--- config.mk ---
export PLATFORM = sky130hd
export DESIGN_NAME = serial_add_sub
export DESIGN_NICKNAME = d
export VERILOG_FILES = /design/src/rtl/serial_add_sub_pkg.sv /design/src/rtl/serial_add_sub_cell.sv /design/src/rtl/serial_add_sub.sv
export SDC_FILE = /design/constraint.sdc
export NUM_CORES = 1
export LEC_CHECK = 0
export ABC_CLOCK_PERIOD_IN_PS = 1760
export BUFFER_PORTS_ARGS = -buffer_cell sky130_fd_sc_hd__buf_2
export CAP_MARGIN = 20
export CORE_ASPECT_RATIO = 0.7
export CORE_MARGIN = 2
export CORE_UTILIZATION = 35
export CTS_CLUSTER_SIZE = 30
export DETAILED_ROUTE_END_ITERATION = 10
export PLACE_DENSITY = 0.67
export SYNTH_ARGS = -nofsm -noshare
export SYNTH_HDL_FRONTEND = slang
export SYNTH_SLANG_ARGS = --single-unit
--- constraint.sdc ---
create_clock -name clk -period 1.76 [get_ports clk]
set_input_delay 0.528 -clock clk [delete_from_list [all_inputs] [get_ports clk]]
set_output_delay 0.528 -clock clk [all_outputs]
set_load 0.01 [all_outputs]
--- src/rtl/serial_add_sub_pkg.sv ---
// Shared encodings and helpers for the multi-cycle serial adder/subtractor.
package serial_add_sub_pkg;

    localparam logic MODE_ADD = 1'b0;
    localparam logic MODE_SUB = 1'b1;

    typedef enum logic [1:0] {
        ST_IDLE = 2'd0,
        ST_RUN  = 2'd1,
        ST_DONE = 2'd2
    } state_e;

    // Signed overflow from the operand sign bits and the result sign bit.
    function automatic logic calc_ovf(input logic mode, input logic a_msb,
                                      input logic b_msb, input logic r_msb);
        if (mode == MODE_SUB)
            return (a_msb != b_msb) && (r_msb != a_msb);
        else
            return (a_msb == b_msb) && (r_msb != a_msb);
    endfunction

endpackage

--- src/rtl/serial_add_sub_cell.sv ---
// One-bit full adder / full subtractor. When sub=1, co is the borrow out.
module add_sub_cell (
    output logic co,
    output logic s,
    input  logic a,
    input  logic b,
    input  logic ci,
    input  logic sub
);

    logic ax;
    logic axb;

    // ax is a for add and ~a for sub, so one majority form covers carry and borrow.
    assign ax  = a ^ sub;
    assign axb = ax ^ b;
    assign s   = a ^ b ^ ci;
    assign co  = (ax & b) | (ci & axb);

endmodule

--- src/rtl/serial_add_sub.sv ---
// Multi-cycle add/sub: CHUNK bits per clock, LSB first, carry/borrow held between chunks.
module serial_add_sub
    import serial_add_sub_pkg::*;
#(
    parameter int WIDTH = 8,
    parameter int CHUNK = 1
) (
    input  logic             clk,
    input  logic             rst_n,
    input  logic             start,
    input  logic             mode,
    input  logic [WIDTH-1:0] a,
    input  logic [WIDTH-1:0] b,
    output logic             busy,
    output logic             done,
    output logic [WIDTH-1:0] result,
    output logic             cout,
    output logic             ovf,
    output logic             zero
);

    localparam int N     = WIDTH / CHUNK;
    localparam int CNT_W = $clog2(N) + 1;

    generate
        if (WIDTH < 2 || CHUNK < 1 || (WIDTH % CHUNK) != 0) begin : g_bad_params
            $error("serial_add_sub: CHUNK must divide WIDTH and WIDTH must be >= 2");
        end
    endgenerate

    state_e             state_q, state_d;
    logic [WIDTH-1:0]   a_q, a_d;
    logic [WIDTH-1:0]   b_q, b_d;
    logic               mode_q, mode_d;
    logic [CNT_W-1:0]   idx_q, idx_d;
    logic               carry_q, carry_d;
    logic [WIDTH-1:0]   result_q, result_d;
    logic               cout_q, cout_d;
    logic               ovf_q, ovf_d;
    logic               zero_q, zero_d;

    logic [CHUNK:0]     chain_c;
    logic [CHUNK-1:0]   chunk_s;
    logic               last_chunk;

    assign chain_c[0] = carry_q;

    // Operands are shifted right each step, so the current chunk always sits at bit 0.
    for (genvar j = 0; j < CHUNK; j++) begin : g_cells
        add_sub_cell u_cell (
            .co  (chain_c[j+1]),
            .s   (chunk_s[j]),
            .a   (a_q[j]),
            .b   (b_q[j]),
            .ci  (chain_c[j]),
            .sub (mode_q)
        );
    end

    assign last_chunk = (idx_q == CNT_W'(N - 1));

    always_comb begin
        state_d  = state_q;
        a_d      = a_q;
        b_d      = b_q;
        mode_d   = mode_q;
        idx_d    = idx_q;
        carry_d  = carry_q;
        result_d = result_q;
        cout_d   = cout_q;
        ovf_d    = ovf_q;
        zero_d   = zero_q;

        case (state_q)
            ST_IDLE, ST_DONE: begin
                state_d = ST_IDLE;
                if (start) begin
                    state_d = ST_RUN;
                    a_d     = a;
                    b_d     = b;
                    mode_d  = mode;
                    idx_d   = '0;
                    carry_d = 1'b0;
                end
            end
            ST_RUN: begin
                for (int i = 0; i < N; i++) begin
                    if (idx_q == CNT_W'(i))
                        result_d[i*CHUNK +: CHUNK] = chunk_s;
                end
                a_d     = a_q >> CHUNK;
                b_d     = b_q >> CHUNK;
                carry_d = chain_c[CHUNK];
                idx_d   = idx_q + 1'b1;
                if (last_chunk) begin
                    state_d = ST_DONE;
                    cout_d  = chain_c[CHUNK];
                    ovf_d   = calc_ovf(mode_q, a_q[CHUNK-1], b_q[CHUNK-1], chunk_s[CHUNK-1]);
                    zero_d  = (result_d == '0);
                end
            end
            default: state_d = ST_IDLE;
        endcase
    end

    always_ff @(posedge clk) begin
        if (!rst_n) begin
            state_q  <= ST_IDLE;
            a_q      <= '0;
            b_q      <= '0;
            mode_q   <= MODE_ADD;
            idx_q    <= '0;
            carry_q  <= 1'b0;
            result_q <= '0;
            cout_q   <= 1'b0;
            ovf_q    <= 1'b0;
            zero_q   <= 1'b0;
        end else begin
            state_q  <= state_d;
            a_q      <= a_d;
            b_q      <= b_d;
            mode_q   <= mode_d;
            idx_q    <= idx_d;
            carry_q  <= carry_d;
            result_q <= result_d;
            cout_q   <= cout_d;
            ovf_q    <= ovf_d;
            zero_q   <= zero_d;
        end
    end

    assign busy   = (state_q == ST_RUN);
    assign done   = (state_q == ST_DONE);
    assign result = result_q;
    assign cout   = cout_q;
    assign ovf    = ovf_q;
    assign zero   = zero_q;

endmodule

# After elaboration in Yosys (flattened, before gate mapping)
# Index checks and enable logic that the tools add are counted.
[totals]
ff_bits = 35
[classes]
bitwise_logic = 7
n_eq_ne = 14
mux = 28
reduce_logical = 10
n_addsub = 1
[ops]
columns = ["op", "n"]
rows = [
  ["$pmux 8 s2", 2],
  ["$mux 1", 19],
  ["$eq 4x3->1 const B", 4],
  ["$mux 8", 2],
  ["$eq 4x2->1 const B", 2],
  ["$logic_not 8->1", 1],
  ["$pmux 4 s2", 1],
  ["$reduce_and 2->1", 3],
  ["$add 4x1->4 const B", 1],
  ["$eq 4x1->1 const B", 1],
  ["$logic_not 4->1", 1],
  ["$mux 4", 1],
  ["$pmux 2 s2", 1],
  ["$xor 1x1->1", 4],
  ["$and 1x1->1", 2],
  ["$eq 2x1->1 const B", 1],
  ["$eq 2x2->1 const B", 1],
  ["$logic_and 1x1->1", 2],
  ["$logic_not 2->1", 1],
  ["$mux 2", 1],
  ["$ne 1x1->1", 2],
  ["$ne 2x1->1 const B", 1],
  ["$ne 2x2->1 const B", 1],
  ["$pmux 1 s2", 1],
  ["other kinds (4)", 4],
]

# Logic depth before layout (Yosys ltp)
[logic_depth]
word_depth = 5
depth_mapped = 7
mapped_depth_nobuf = 6

# Modules after synthesis
# A second synthesis with hierarchy kept.
[hier_totals]
cells_unflattened = 184
area_unflattened_um2 = 1601.5
[modules_own_cells]
columns = ["mod", "area_each_um2", "cells_per_inst", "instances"]
rows = [
  ["serial_add_sub", 1549.0, 180, 1],
  ["add_sub_cell", 52.6, 4, 1],
]

# Worst setup path before layout
# Ideal clock, no wire load.
[synth_timing]
kind = "input to register"
startpoint = "input start"
endpoint = "register a_q[1]"
required_time_ps = 1684
setup_ps = 76
t_arrival_ps = 1501
n_path_buf = 2
path_slack_ps = 183
cell_stages = 5
path_cell_list = "nor2b_1 -> clkbuf_1 -> clkbuf_1 -> a22oi_1 -> a21boi_0"
[synth_between]
elab_chain_cells = 2
[synth_rtl]
columns = ["element", "line_no", "text"]
rows = [
  ["start: declaration", "serial_add_sub.sv:10", "input logic start,"],
  ["$ne 2x2->1 (no line)", "-", ""],
  ["$reduce_and 2->1 (no line)", "-", ""],
  ["end signal: assignment", "serial_add_sub.sv:109", "a_q <= '0;"],
  ["end signal: assignment", "serial_add_sub.sv:120", "a_q <= a_d;"],
  ["end: declaration", "serial_add_sub.sv:32", "logic [WIDTH-1:0] a_q, a_d;"],
]
# Every way passes these cells.
# A chain may end at the register's enable or synchronous reset.

# Final worst setup path
[layout_timing]
startpoint = "register state_q[0]"
endpoint = "output busy"
[layout_between]
elab_chain_cells = 1
[layout_rtl]
columns = ["element", "line_no", "text"]
rows = [
  ["start: declaration", "serial_add_sub.sv:31", "state_e state_q, state_d;"],
  ["start signal: assignment", "serial_add_sub.sv:119", "state_q <= state_d;"],
  ["$eq 2x1->1", "serial_add_sub.sv:132", "assign busy = (state_q == ST_RUN);"],
  ["end: declaration", "serial_add_sub.sv:14", "output logic busy,"],
]
# Every way passes these cells.

==> reports/results.ini <==
[floorplanning]
die_area_mm2 = 0.00529
fp.dieH_um = 61.5
io_pins = 33
initial_utilization = 0.373
fp.dieW_um = 86.1
core_mm2 = 0.00443
rows = 20

[timing]
tightest_slew_ns = 0.507
rsz0062_at_grt = false
maxSlewViolCount = 0
hold_ws_ns = 0.463
max-slew-margin-rel = 0.662
setup_viol = 0
finalClockSkew_ns = 0.0101
hold_viol_final = 0
post-route-period-util = 0.946
fmax_ghz = 0.601
layout_min_cycle_time_ns = 1.66

[final_layout]
final_cells = 276
multiInputGateArea_um2 = 907
ff_latch_area_um2 = 702
antenna_cells = 0
fin_nets = 245
final_layout_size_suffix_gt1_frac = 0.262
area_delta_synth_final_pct = 23.9
fillers = 446

[yosys]
synth_top_area_frac = 0.424
yosys_most_used_dff = dfxtp_1
ys_warn_count = 0
async_flop_share = 0
ys_seq_elements = 35
synth_cells = 184
synth_nets = 209
yosys.area.top_type = dfxtp_1
synth.top_cells.by_count = 35 x dfxtp_1, 30 x nand2_1, 21 x a21boi_0
synth_edf_count = 0
synth.area.top_cells = dfxtp_1 42%, a21boi_0 9.5%, a22oi_1 7.7%, nand2_1 6.8%, nor2b_1 4.5%
syn_area_mm2 = 0.00165
avgSynthCellArea_um2 = 8.98
yosysSeqAreaShare = 0.424
synth_most_common_cell = dfxtp_1
synth.distinct_cells = 36

[hold_path]
min_path_type = reg2reg

[cts]
cts_root_buf = clkbuf_8
cts_inserted_buffers = 5
h-tree-depth = 2
clkLatencyLatePin_ns = 0.29
clockBufferDepth = 2
cts_sinks = 35
path_clk_slew_ns = 0.08
hold_buffers = 0
cts_tree = built

[routing]
avgViaCountPerCell = 4.93
vias = 1362
wl_met3_um = 186
drt_first_iter_violations = 73
dr.max_layer_used = met4
wl_mm = 3.51
wl_met2_mm = 1.47
ant_nets = 0
drc = 0
drt-met1-wl_mm = 1.84
wl_per_cell_um = 12.7
first_pass_iters = 4

[worst_setup_path]
endpoint_kind = primary output
cp_cell_sequence = nor2b_4 -> buf_4 -> buf_2
cp-start-kind = register
cp_slowest_cell = dfxtp_2
crit_required_ns = 1.23
crit_arrival_ns = 1.14
cpPeakStageDelay_ns = 0.37
worstSetupPathType = reg2out
crit_fanout = 11
cp_num_buf_inv = 2
critPathTopFamily = flip-flops

[pwr]
leakagePower_nw = 0.837
p_seq_frac = 0.465
p_comb_frac = 0.113
swShare = 0.243
p_switching_w = 0.000444
ir_drop_mv = 0.331
p_per_area_mw_per_mm2 = 894
clockPowerShare = 0.422
internal_power_w = 0.00138

[place]
gp_congestion = 0.803
portBuffers = 32
dp_hpwl_mm = 2.44
placedCellCount = 267

[grt]
grt_max_degree = 36
grt_usage = 0.140
grt_pass1_vias = 1216
grt_pass1_wl_mm = 5.58
grt_antenna_before_repair = 0
grt_overflow = 0

[flow_run]
drv_cap = 0

[outcome]
run_status = completed

[layer usage]
layer	vias to the layer above	GRT usage
met5	-	0
met4	0	0.0544
met3	2	0.0523
met2	32	0.206
met1	611	0.189
li1	717	-
[cells by family after synthesis]
logic type | after synthesis | share of synthesized area
fa+ha+maj | 5 | 0.0379
mux | 2 | 0.0121
compound gates | 55 | 0.245
buf+inv | 17 | 0.0417
xor+xnor | 4 | 0.0303
simple gates | 66 | 0.209
flops | 35 | 0.424
[flip-flops by register name (all words and copies together) (netlist names)]
| name | cells |
|---|---|
| carry_q | 1 |
| zero | 1 |
| b_q | 8 |
| mode_q | 1 |
| result | 8 |
| ovf | 1 |
| a_q | 8 |
| idx_q | 4 |
| state_q | 2 |
| cout | 1 |
[cell type report]
type,instances,share of cell area
multi-input cells,132,0.443
flip-flops and latches,35,0.343
repair buffers,41,0.111
clock buffers,6,0.0404
well taps,55,0.0336
clock inverters,2,0.0190
inverters,5,0.00917
[final timing paths]
kind	slack (ns)	start	depth (start not counted)	to
setup / recovery	0.1	state_q[0]	3	busy
hold / removal	0.46	b_q[1]	2	b_q[1]
setup reg to reg	0.14	idx_q[0]	6	zero
hold reg to reg	0.46	b_q[1]	2	b_q[1]
[through the flow]
step	TNS (ns)	instance area, µm²	power (W)	setup WS [ns]	utilization
after floorplan	0	1650	0.000995	0.183	-
after global placement	0	1890	0.00106	0.0377	0.427
after detailed placement	-0.0284	1890	0.00107	-0.0284	0.427
after CTS	0	2030	0.00186	0.0214	0.458
after global routing	0	2050	0.00191	0.00964	0.462
final	0	2050	0.00183	0.0950	0.462
[power groups by stage]
| stage | clock network, W | logic (W) | registers [W] |
|---|---|---|---|
| finish | 0.000772 | 0.000207 | 0.000851 |
| global route | 0.000829 | 0.000229 | 0.000855 |
| CTS | 0.000808 | 0.000204 | 0.000850 |
| detailed placement | 0 | 0.000200 | 0.000868 |
| global placement | 0 | 0.000198 | 0.000867 |
| floorplan | 0 | 0.000132 | 0.000862 |
[tightest hold or removal path: stages (launching register included)]
cell	delay [ns]
dfxtp_1	0.31
nand2_1	0.05
a21boi_0	0.06
[timing repair]
action,4_1_cts,5_1_grt
hold endpoints to repair,0,0
endpoints found under the setup margin,1,4
pin swaps,0,0
buffers inserted,1,0
gates resized for setup,1,4
[layout by cell type (no fill, tap or decap), types with 4 or more instances in the layout]
master / netlist / final
a21oi_1: 5 / 5
nand2_1: 30 / 30
nor2b_1: 12 / 11
buf_4: 0 / 9
a21boi_0: 21 / 21
dfxtp_1: 35 / 34
a22oi_1: 17 / 17
clkbuf_8: 0 / 6
nand3_1: 5 / 5
ha_1: 5 / 4
buf_2: 4 / 32
inv_1: 5 / 5
Power figures use the tool's default switching activity.
